--- src/rtl/fpga_pll_lock_supervisor.sv ---
// -----------------------------------------------------------------------------
// fpga_pll_lock_supervisor
//
// Supervises the 125 MHz Ethernet PLL from the free-running 200 MHz reference
// clock domain. Pulses the PLL reset, synchronises the asynchronous LOCKED
// output, qualifies lock stability and then releases the Ethernet reset
// request. A lock timeout or a lock loss re-pulses the PLL. Two saturating
// event counters are exposed for firmware.
//
// Ports
//   clk          in   1      200 MHz free-running reference clock
//   rst          in   1      synchronous active-high reset
//   pll_locked   in   1      PLL LOCKED (asynchronous to clk)
//   pll_rst_n    out  1      to PLL rst_n; 0 = PLL held in reset
//   eth_rst      out  1      active-high reset request for the eth_pll_clk domain
//   eth_ready    out  1      1 = PLL locked and qualified (state RUN)
//   lost_cnt     out  CNT_W  lock-loss events seen in RUN, saturating
//   timeout_cnt  out  CNT_W  WAIT_LOCK timeouts, saturating
// -----------------------------------------------------------------------------
module fpga_pll_lock_supervisor #(
    parameter int unsigned SYNC_STAGES      = 2,
    parameter int unsigned PLL_RST_CYC      = 64,
    parameter int unsigned LOCK_TIMEOUT_CYC = 20000,
    parameter int unsigned STABLE_CYC       = 2048,
    parameter int unsigned CNT_W            = 8
) (
    input  logic             clk,
    input  logic             rst,
    input  logic             pll_locked,
    output logic             pll_rst_n,
    output logic             eth_rst,
    output logic             eth_ready,
    output logic [CNT_W-1:0] lost_cnt,
    output logic [CNT_W-1:0] timeout_cnt
);

    // ------------------------------------------------------------------
    // Parameter legality
    // ------------------------------------------------------------------
    if (SYNC_STAGES < 2) begin : g_bad_sync
        $error("fpga_pll_lock_supervisor: SYNC_STAGES must be >= 2");
    end
    if (PLL_RST_CYC == 0) begin : g_bad_rst_cyc
        $error("fpga_pll_lock_supervisor: PLL_RST_CYC must be >= 1");
    end
    if (LOCK_TIMEOUT_CYC == 0) begin : g_bad_timeout
        $error("fpga_pll_lock_supervisor: LOCK_TIMEOUT_CYC must be >= 1");
    end
    if (STABLE_CYC == 0) begin : g_bad_stable
        $error("fpga_pll_lock_supervisor: STABLE_CYC must be >= 1");
    end

    // ------------------------------------------------------------------
    // Timer sizing: one shared timer wide enough for the longest interval
    // ------------------------------------------------------------------
    localparam int unsigned MAX_AB  = (PLL_RST_CYC > LOCK_TIMEOUT_CYC) ?
                                      PLL_RST_CYC : LOCK_TIMEOUT_CYC;
    localparam int unsigned MAX_CYC = (MAX_AB > STABLE_CYC) ? MAX_AB : STABLE_CYC;
    localparam int unsigned TMR_W   = (MAX_CYC > 1) ? $clog2(MAX_CYC) : 1;

    localparam logic [TMR_W-1:0] RST_LAST     = TMR_W'(PLL_RST_CYC - 1);
    localparam logic [TMR_W-1:0] TIMEOUT_LAST = TMR_W'(LOCK_TIMEOUT_CYC - 1);
    localparam logic [TMR_W-1:0] STABLE_LAST  = TMR_W'(STABLE_CYC - 1);

    typedef enum logic [1:0] {
        PLL_RST   = 2'd0,
        WAIT_LOCK = 2'd1,
        STABLE    = 2'd2,
        RUN       = 2'd3
    } state_t;

    state_t                 state_q, state_d;
    logic [TMR_W-1:0]       timer_q, timer_d;
    logic [SYNC_STAGES-1:0] sync_q;
    logic                   locked_s;

    logic                   pll_rst_n_q, pll_rst_n_d;
    logic                   eth_rst_q, eth_rst_d;
    logic                   eth_ready_q, eth_ready_d;
    logic [CNT_W-1:0]       lost_cnt_q, lost_cnt_d;
    logic [CNT_W-1:0]       timeout_cnt_q, timeout_cnt_d;

    logic                   lost_evt;
    logic                   timeout_evt;

    // ------------------------------------------------------------------
    // LOCKED synchroniser (shift towards the MSB, MSB is the safe output)
    // ------------------------------------------------------------------
    always_ff @(posedge clk) begin
        if (rst) begin
            sync_q <= '0;
        end else begin
            sync_q <= {sync_q[SYNC_STAGES-2:0], pll_locked};
        end
    end

    assign locked_s = sync_q[SYNC_STAGES-1];

    // ------------------------------------------------------------------
    // State / timer / output register
    // ------------------------------------------------------------------
    always_ff @(posedge clk) begin
        if (rst) begin
            state_q       <= PLL_RST;
            timer_q       <= '0;
            pll_rst_n_q   <= 1'b0;
            eth_rst_q     <= 1'b1;
            eth_ready_q   <= 1'b0;
            lost_cnt_q    <= '0;
            timeout_cnt_q <= '0;
        end else begin
            state_q       <= state_d;
            timer_q       <= timer_d;
            pll_rst_n_q   <= pll_rst_n_d;
            eth_rst_q     <= eth_rst_d;
            eth_ready_q   <= eth_ready_d;
            lost_cnt_q    <= lost_cnt_d;
            timeout_cnt_q <= timeout_cnt_d;
        end
    end

    // ------------------------------------------------------------------
    // Next-state logic
    // ------------------------------------------------------------------
    always_comb begin
        state_d     = state_q;
        lost_evt    = 1'b0;
        timeout_evt = 1'b0;

        unique case (state_q)
            PLL_RST: begin
                if (timer_q == RST_LAST) begin
                    state_d = WAIT_LOCK;
                end
            end
            WAIT_LOCK: begin
                // Lock seen on the timeout cycle still wins.
                if (locked_s) begin
                    state_d = STABLE;
                end else if (timer_q == TIMEOUT_LAST) begin
                    state_d     = PLL_RST;
                    timeout_evt = 1'b1;
                end
            end
            STABLE: begin
                if (!locked_s) begin
                    state_d = WAIT_LOCK;
                end else if (timer_q == STABLE_LAST) begin
                    state_d = RUN;
                end
            end
            RUN: begin
                if (!locked_s) begin
                    state_d  = PLL_RST;
                    lost_evt = 1'b1;
                end
            end
            default: begin
                state_d = PLL_RST;
            end
        endcase

        // Timer restarts on every state change; it is idle in RUN.
        if (state_d != state_q) begin
            timer_d = '0;
        end else if (state_q == RUN) begin
            timer_d = timer_q;
        end else begin
            timer_d = timer_q + TMR_W'(1);
        end
    end

    // ------------------------------------------------------------------
    // Output logic: outputs are registered copies decoded from the next
    // state so they change on the same edge as the transition.
    // ------------------------------------------------------------------
    always_comb begin
        pll_rst_n_d   = (state_d != PLL_RST);
        eth_rst_d     = (state_d != RUN);
        eth_ready_d   = (state_d == RUN);
        lost_cnt_d    = lost_cnt_q;
        timeout_cnt_d = timeout_cnt_q;

        if (lost_evt && (lost_cnt_q != '1)) begin
            lost_cnt_d = lost_cnt_q + CNT_W'(1);
        end
        if (timeout_evt && (timeout_cnt_q != '1)) begin
            timeout_cnt_d = timeout_cnt_q + CNT_W'(1);
        end
    end

    assign pll_rst_n   = pll_rst_n_q;
    assign eth_rst     = eth_rst_q;
    assign eth_ready   = eth_ready_q;
    assign lost_cnt    = lost_cnt_q;
    assign timeout_cnt = timeout_cnt_q;

endmodule

--- config.mk ---
export PLATFORM = sky130hd
export DESIGN_NAME = fpga_pll_lock_supervisor
export DESIGN_NICKNAME = d
export VERILOG_FILES = /design/src/rtl/fpga_pll_lock_supervisor.sv
export SDC_FILE = /design/constraint.sdc
export NUM_CORES = 1
export LEC_CHECK = 0
export BUFFER_PORTS_ARGS = -buffer_cell sky130_fd_sc_hd__buf_4
export CAP_MARGIN = 20
export CORE_ASPECT_RATIO = 1.25
export CORE_UTILIZATION = 51
export DETAILED_ROUTE_END_ITERATION = 12
export PLACE_DENSITY = 0.8
export SYNTH_ARGS = -nofsm -noshare
export SYNTH_HDL_FRONTEND = slang
export SYNTH_SLANG_ARGS = --single-unit
export TNS_END_PERCENT = 1
--- constraint.sdc ---
create_clock -name clk -period 2.62 [get_ports clk]
set_input_delay 0.262 -clock clk [delete_from_list [all_inputs] [get_ports clk]]
set_output_delay 0.262 -clock clk [all_outputs]
set_load 0.03 [all_outputs]
==> impl_metrics.csv, run 1 <==
group,metric,value,unit
logic_synthesis,synth.distinct_cells,45,
critical_path,critPathCaptureType,"flip-flop",
sta,slew_violations,0,
floorplanning,num_rows,23,
sta,fin_worst_skew,0.00382,ns
critical_path,cp.depth,6,
critical_path,r2r_cells,6,
logic_synthesis,synth_compound_area_share,8.35,%
grt,first_global_vias,1256,
logic_synthesis,synthArstFlopShare,0,%
placed_design,gp_congestion,0.872,
placed_design,io_buffers,21,
sta,hold_violations,0,
critical_path,cp.arrival,2.35,ns
power,p_per_area,504,mW/mm²
placed_design,placed_cells,244,
critical_path,critPathRequiredTime,2.80,ns
detailed_routing,drc,0,
sta,slew-limit-headroom,47.3,%
logic_synthesis,synth_mux_area_share,2.97,%
critical_path,path_buf_inv,0,
clock_network,cts.sinks,38,
logic_synthesis,avgSynthCellArea,9.21,µm²
critical_path,crit_path_max_fanout,7,
critical_path,path_class,"reg2reg",
detailed_routing,wire_per_inst,13.3,µm
clock_network,cts-htree-levels,2,
logic_synthesis,syn_area,0.00177,mm²
grt,grt_usage,21.3,%
sta,hold_ws,0.186,ns
critical_path,path_cells,"ha_1 -> and3_1 -> nand4_2 -> nor4_2 -> nor2b_1 -> mux2_2",
logic_synthesis,yosysWarnings,0,
detailed_routing,drt_iter0_drc,17,
detailed_routing,vias,1374,
layout,fillCellCount,291,
critical_path,worstReg2RegStart,"timer_q[0]$_SDFFE_PP0P_",
layout,fin_area,0.00204,mm²
critical_path,start_kind,"flip-flop",
clock_network,clock_latency,0.29,ns
floorplanning,die_area,0.00371,mm²
clock_network,cts_resized,0,
layout,layout-drive-gt1-share,20.5,%
layout,areaGrowthSynthToFinish,15.2,%
logic_synthesis,ys.flop_type,"dfxtp_1",
hold_path,hp-start,"pll_locked",
sta,fin_crit,2.16,ns
sta,finalSetupViolations,0,
sta,grt_setup_unrepaired,"no",
logic_synthesis,synth_simple_gate_area_share,30.0,%
clock_network,ctsHoldBuffers,0,
logic_synthesis,synthesis.nets,198,
sta,max_slew.worst_pin.slew,0.780,ns
logic_synthesis,synth_seq_cells,38,
logic_synthesis,synthAdderAreaFrac,2.12,%
floorplanning,die_x,54.7,µm
floorplanning,design.portCount,22,
logic_synthesis,synth-edff-count,0,
sta,timing.setup.tns,0,ns
clock_network,cts_buffers,5,
clock_network,cts.clk_slew.worst_paths,0.07,ns
layout,stdcell_count,252,
placed_design,placed_area,0.00195,mm²
layout,ff_latch_area,761,µm²
logic_synthesis,yosysSeqAreaShare,43.0,%
power,vdd_drop_max,371,µV
clock_network,cts_tree,"built",
detailed_routing,via_per_inst,5.45,
hold_path,hold_path_class,"in2reg",
logic_synthesis,synth_top_family_by_area,"simple AND/OR/NAND/NOR gates",
critical_path,path_delay_family,"simple AND/OR/NAND/NOR gates",
grt,grt_overflow,0,
critical_path,critPathSlowestCell,"nor4_2",
layout,fin_nets,220,
placed_design,hpwl,2.29,mm
detailed_routing,ant_nets,0,
layout,n_antenna_cell,0,
layout,multi_input_area,978,µm²
run_status,status,"finished, final reports clean",
logic_synthesis,synthCells,192,
critical_path,slowest_delay,0.44,ns
floorplanning,die_h,67.9,µm
floorplanning,core,0.00325,mm²
logic_synthesis,synthXorXnorAreaFrac,11.9,%
grt,grt_pass1_wl,5.64,mm
clock_network,cts_root_buf,"clkbuf_8",
critical_path,startpoint,"timer_q[0]$_SDFFE_PP0P_",
sta,fin_crit_sh,82.6,%
floorplanning,initial_utilization,54.4,%
detailed_routing,dr.pass1.iters,4,
power,leakage,0.810,nW
grt,antenna_found_initial,0,
hold_path,worst_hold_path.num_cells,2,
clock_network,clock_path_buffers,2,
clock_network,cts_setup_buffers,0,
run,cap_violations,0,
detailed_routing,drt_wl_total,3.34,mm
sta,fmax,462,MHz
grt,grt_max_degree,26,
[final timing paths]
kind / to / slack [ns]
worst min register to register: sync_q[1]$_SDFF_PP0_ / 0.44
worst max register to register: timeout_cnt[7]$_SDFFE_PP0P_ / 0.46
worst max-delay path: timeout_cnt[7]$_SDFFE_PP0P_ / 0.46
worst min-delay path: sync_q[0]$_SDFF_PP0_ / 0.19
[sequential cells by signal, summed over array words and instances (netlist names)]
signal	cells
pll_rst_n	1
timeout_cnt	8
eth_ready	1
state_q	2
lost_cnt	8
sync_q	2
eth_rst	1
timer_q	15
[routing by layer]
| metal | part of all wire (%) | track usage [%] |
|---|---|---|
| met5 | 0 | 0 |
| met1 | 44 | 25.3 |
| met4 | 2.1 | 11.2 |
| met2 | 51 | 34.2 |
| met3 | 3.0 | 5.78 |
[synthesized netlist by cell type (all sizes together), types with 3 or more instances]
library cell  number  share of area [%]
nand4              6                2.5
and3               8                2.9
a21oi              6                1.7
dfxtp             38                 43
mux2i              3                1.7
nand3             12                3.4
xnor2              9                4.5
nor2              36                8.1
nor4               3                1.4
nor2b              5                1.8
nand2             15                3.2
xor2              15                7.4
ha                 3                2.1
clkbuf             3               0.71
buf                3               0.78
[layout make-up]
cell class                      instances  area share (%)
Clock inverter                          1           0.246
Tap cell                               37            2.27
Clock buffer                            7            4.24
Multi-Input combinational cell        147            48.0
Timing Repair Buffer                   21            7.73
Inverter                                1           0.184
Sequential cell                        38            37.3
[cells in the final DEF (no fill, tap or decap), types with 2 or more instances in the layout]
| cell | netlist | routed |
|---|---|---|
| mux2i_1 | 3 | 3 |
| nand4_1 | 5 | 5 |
| nand3_1 | 12 | 12 |
| dfxtp_1 | 38 | 38 |
| xnor2_1 | 9 | 9 |
| and3_1 | 7 | 7 |
| nor4_1 | 2 | 2 |
| xor2_1 | 15 | 15 |
| nand2_1 | 15 | 15 |
| a21oi_1 | 6 | 6 |
| nor4b_1 | 2 | 2 |
| ha_1 | 3 | 3 |
| clkbuf_8 | 0 | 6 |
| buf_4 | 0 | 21 |
| nor2b_1 | 5 | 5 |
| nor2_1 | 35 | 35 |
| mux2_2 | 2 | 2 |
| nor3_1 | 2 | 2 |
[power by group]
group          total, mW  switching, mW  leakage, nW  internal, mW
registers          0.588        0.00533        0.307         0.583
logic             0.0270         0.0165        0.455        0.0104
clock network      0.412          0.200       0.0482         0.212
total               1.03          0.222        0.810         0.806
[metrics by stage]
step / setup WS, ns / total power [mW] / util (%)
after global routing: 0.259 / 1.07 / 62.7
after global placement: 0.589 / 0.627 / 59.9
after detailed placement: 0.500 / 0.629 / 59.9
after floorplan: 0.693 / 0.620 / -
final: 0.456 / 1.03 / 62.7
after CTS: 0.459 / 1.04 / 62.7
[logic make-up (layout without fill, tap and decap cells)]
group,after synthesis,count (layout)
mux,5,5
fa+ha+maj,3,3
xor+xnor,24,24
simple gates,100,100
flops,38,38
compound gates,15,15
buf+inv,7,30
Power figures use the tool's default switching activity.
==> run 2: changes to the inputs <==
Settings changed: ABC_AREA set to 1, PLACE_DENSITY 0.8 to 0.83.
Clock period 2.62 ns to 1.8 ns, I/O delays scaled along.
==> run 2 against run 1 <==
Net effect:
- combinational power rose by 130%
- synthesized cell count rose by 44%
- clock skew rose by 0.00078 ns
- die area rose by 15%
- hold slack got worse by 0.093 ns
- final cell count rose by 42%
- first-iteration DRC count rose to 7.4 times the previous value
- total power rose by 43%
- sequential power rose by 46%
- core utilization fell by 0.088 points
==> impl_metrics.csv, run 2 <==
group,metric,value,unit
power,vdd_drop_max,506,µV
layout,ff_latch_area,761,µm²
detailed_routing,drt_wl_total,3.91,mm
critical_path,critPathCaptureType,"flip-flop",
floorplanning,initial_utilization,53.6,%
placed_design,placed_cells,348,
layout,n_antenna_cell,0,
logic_synthesis,synthesis.nets,282,
layout,final_core_util,62.6,%
logic_synthesis,synthCells,276,
critical_path,critPathRequiredTime,1.98,ns
detailed_routing,ant_nets,0,
layout,areaGrowthSynthToFinish,16.8,%
sta,grt_setup_unrepaired,"no",
sta,fin_worst_skew,0.00460,ns
detailed_routing,drt_iter0_drc,126,
logic_synthesis,yosys-top-cells-count,"nand2_1, nor2_1, dfxtp_1",
power,intPower,1.13,mW
logic_synthesis,synthArstFlopShare,0,%
placed_design,gp_congestion,0.856,
layout,layout_common_cells,"nand2_1, nor2_1, dfxtp_1",
logic_synthesis,yosysWarnings,0,
sta,fin_crit,1.67,ns
critical_path,path_class,"reg2reg",
clock_network,clock_latency,0.29,ns
clock_network,cts_buffers,5,
sta,hold_violations,0,
sta,fin_crit_sh,92.8,%
critical_path,start_kind,"flip-flop",
sta,hold_ws,0.0926,ns
layout,largest_reg_flops,15,
floorplanning,design.portCount,22,
grt,antenna_found_initial,0,
detailed_routing,drc,0,
floorplanning,core,0.00382,mm²
power,power.share.combinational,4.3,%
floorplanning,num_rows,25,
hold_path,hold_path_class,"in2reg",
power,swShare,22.9,%
logic_synthesis,yosys.area.top_type,"dfxtp_1",
grt,first_global_vias,1522,
placed_design,io_buffers,21,
sta,slew-limit-headroom,72.6,%
logic_synthesis,synth.area.top_cells,"dfxtp_1, nand2_1, nor2_1, nor2_4, inv_1",
floorplanning,die_h,72.8,µm
critical_path,crit_path_max_fanout,7,
clock_network,cts_tree,"built",
power,p_per_area,616,mW/mm²
power,p_seq_share,58.2,%
grt,grt_usage,19.2,%
logic_synthesis,syn_area,0.00204,mm²
floorplanning,die_area,0.00427,mm²
clock_network,cts.clk_slew.worst_paths,0.07,ns
logic_synthesis,yosysTopAreaCellShare,37.2,%
clock_network,cts.sinks,38,
detailed_routing,vias,1764,
layout,layout-drive-gt1-share,23.4,%
run_status,status,"finished, final reports clean",
run,cap_violations,0,
placed_design,hpwl,2.82,mm
critical_path,cp.arrival,1.85,ns
clock_network,clock_path_buffers,2,
clock_network,cts-htree-levels,2,
layout,mostFrequentLayoutCell,"nand2_1",
logic_synthesis,post-synth-top-count-cell,"nand2_1",
layout,fin_nets,309,
logic_synthesis,synth_seq_cells,38,
sta,finalSetupViolations,0,
logic_synthesis,avgSynthCellArea,7.41,µm²
grt,grt_max_degree,16,
grt,grt_overflow,0,
clock_network,ctsHoldBuffers,0,
layout,fillCellCount,341,
detailed_routing,dr.pass1.iters,4,
layout,stdcell_count,357,
power,power.switching,338,µW
logic_synthesis,ys.flop_type,"dfxtp_1",
floorplanning,die_x,58.6,µm
detailed_routing,wire_per_inst,10.9,µm
logic_synthesis,synth.distinct_cells,31,
layout,multi_input_area,0.00116,mm²
sta,fmax,599,MHz
sta,timing.setup.tns,0,ns
clock_network,cts_root_buf,"clkbuf_8",
logic_synthesis,yosysSeqAreaShare,37.2,%
grt,grt_pass1_wl,6.25,mm
sta,slew_violations,0,
placed_design,dp_slack,0.0900,ns
logic_synthesis,synth-edff-count,0,
power,leakage,0.930,nW
sta,setup_ws,0.129,ns
detailed_routing,via_per_inst,4.94,
power,p_clk_share,37.5,%
layout,regMostFlops,"timer_q",
sta,max_slew.worst_pin.slew,0.409,ns
## run 2: cell types whose count changed after synthesis, moves of 5 or more
cell and change:
a21oi_1 +7, and3_1 -7, inv_1 +27, inv_2 +7, nand2_1 +38, nor2_2 +7, nor2_4 +10, nor2b_1 -5
nor3_1 +6, o21ai_0 +5, xor2_1 -5
## run 2: logic make-up after synthesis
kind of cell    share of synthesized area (%)
flops                                    37.2
fa+ha+maj                                1.84
compound gates                           7.47
xor+xnor                                 6.43
buf+inv                                  8.32
simple gates                             38.7
## run 2: area by class of cell
type                            instances  share of cell area [%]
Clock buffer                            5                    2.88
Clock inverter                          2                   0.419
Tap cell                               54                    2.83
Multi-Input combinational cell        200                    48.8
Sequential cell                        38                    31.8
Timing Repair Buffer                   23                    7.75
Inverter                               35                    5.50
## run 2: power by group through the flow
stage | registers (mW) | logic (mW) | clock network, mW
2_1_floorplan | 0.874 | 0.0454 | 0
3_3_place_gp | 0.875 | 0.0490 | 0
5_1_grt | 0.857 | 0.0712 | 0.598
3_5_place_dp | 0.875 | 0.0505 | 0
4_1_cts | 0.856 | 0.0508 | 0.570
6_report | 0.856 | 0.0633 | 0.552
## run 2: metrics by stage
stage | area, µm² | power, mW
floorplan | 2040 | 0.919
global placement | 2240 | 0.924
detailed placement | 2240 | 0.926
CTS | 2320 | 1.48
global route | 2390 | 1.53
finish | 2390 | 1.47
## run 2: critical path: stages, from the launching register on
cell     delay, ns
dfxtp_1       0.37
ha_1          0.22
nand3_2       0.13
nor2_2        0.14
nand2_1       0.10
nand2_1       0.07
nand2_1       0.05
nand2_1       0.11
a21oi_4       0.08
buf_12        0.14
nand2_8       0.13
nor2_4        0.04
## run 2: per-layer routing
layer | track usage [%] | vias to the layer above | part of all wire (%) | wire length [µm]
li1 | - | 933 | - | -
met1 | 21.5 | 788 | 44 | 1710
met2 | 33.8 | 35 | 50 | 1970
met3 | 3.72 | 8 | 3.8 | 147
met4 | 10.1 | 0 | 2.2 | 86
met5 | 0 | - | 0 | 0
## run 2: path summary, 6_finish.rpt
check	depth (start not counted)	endpoint	startpoint	slack (ns)
min	3	sync_q[0]$_SDFF_PP0_	pll_locked	0.09
max	11	timer_q[9]$_SDFFE_PP0P_	timer_q[0]$_SDFFE_PP0P_	0.13
max reg2reg	11	timer_q[9]$_SDFFE_PP0P_	timer_q[0]$_SDFFE_PP0P_	0.13
min reg2reg	2	sync_q[1]$_SDFF_PP0_	sync_q[0]$_SDFF_PP0_	0.41
## run 2: what timing repair did
action | CTS | global route
hold endpoints to repair | 0 | 0
setup buffers | 0 | 1
setup endpoints to repair | 0 | 16
gates resized for setup | 0 | 6
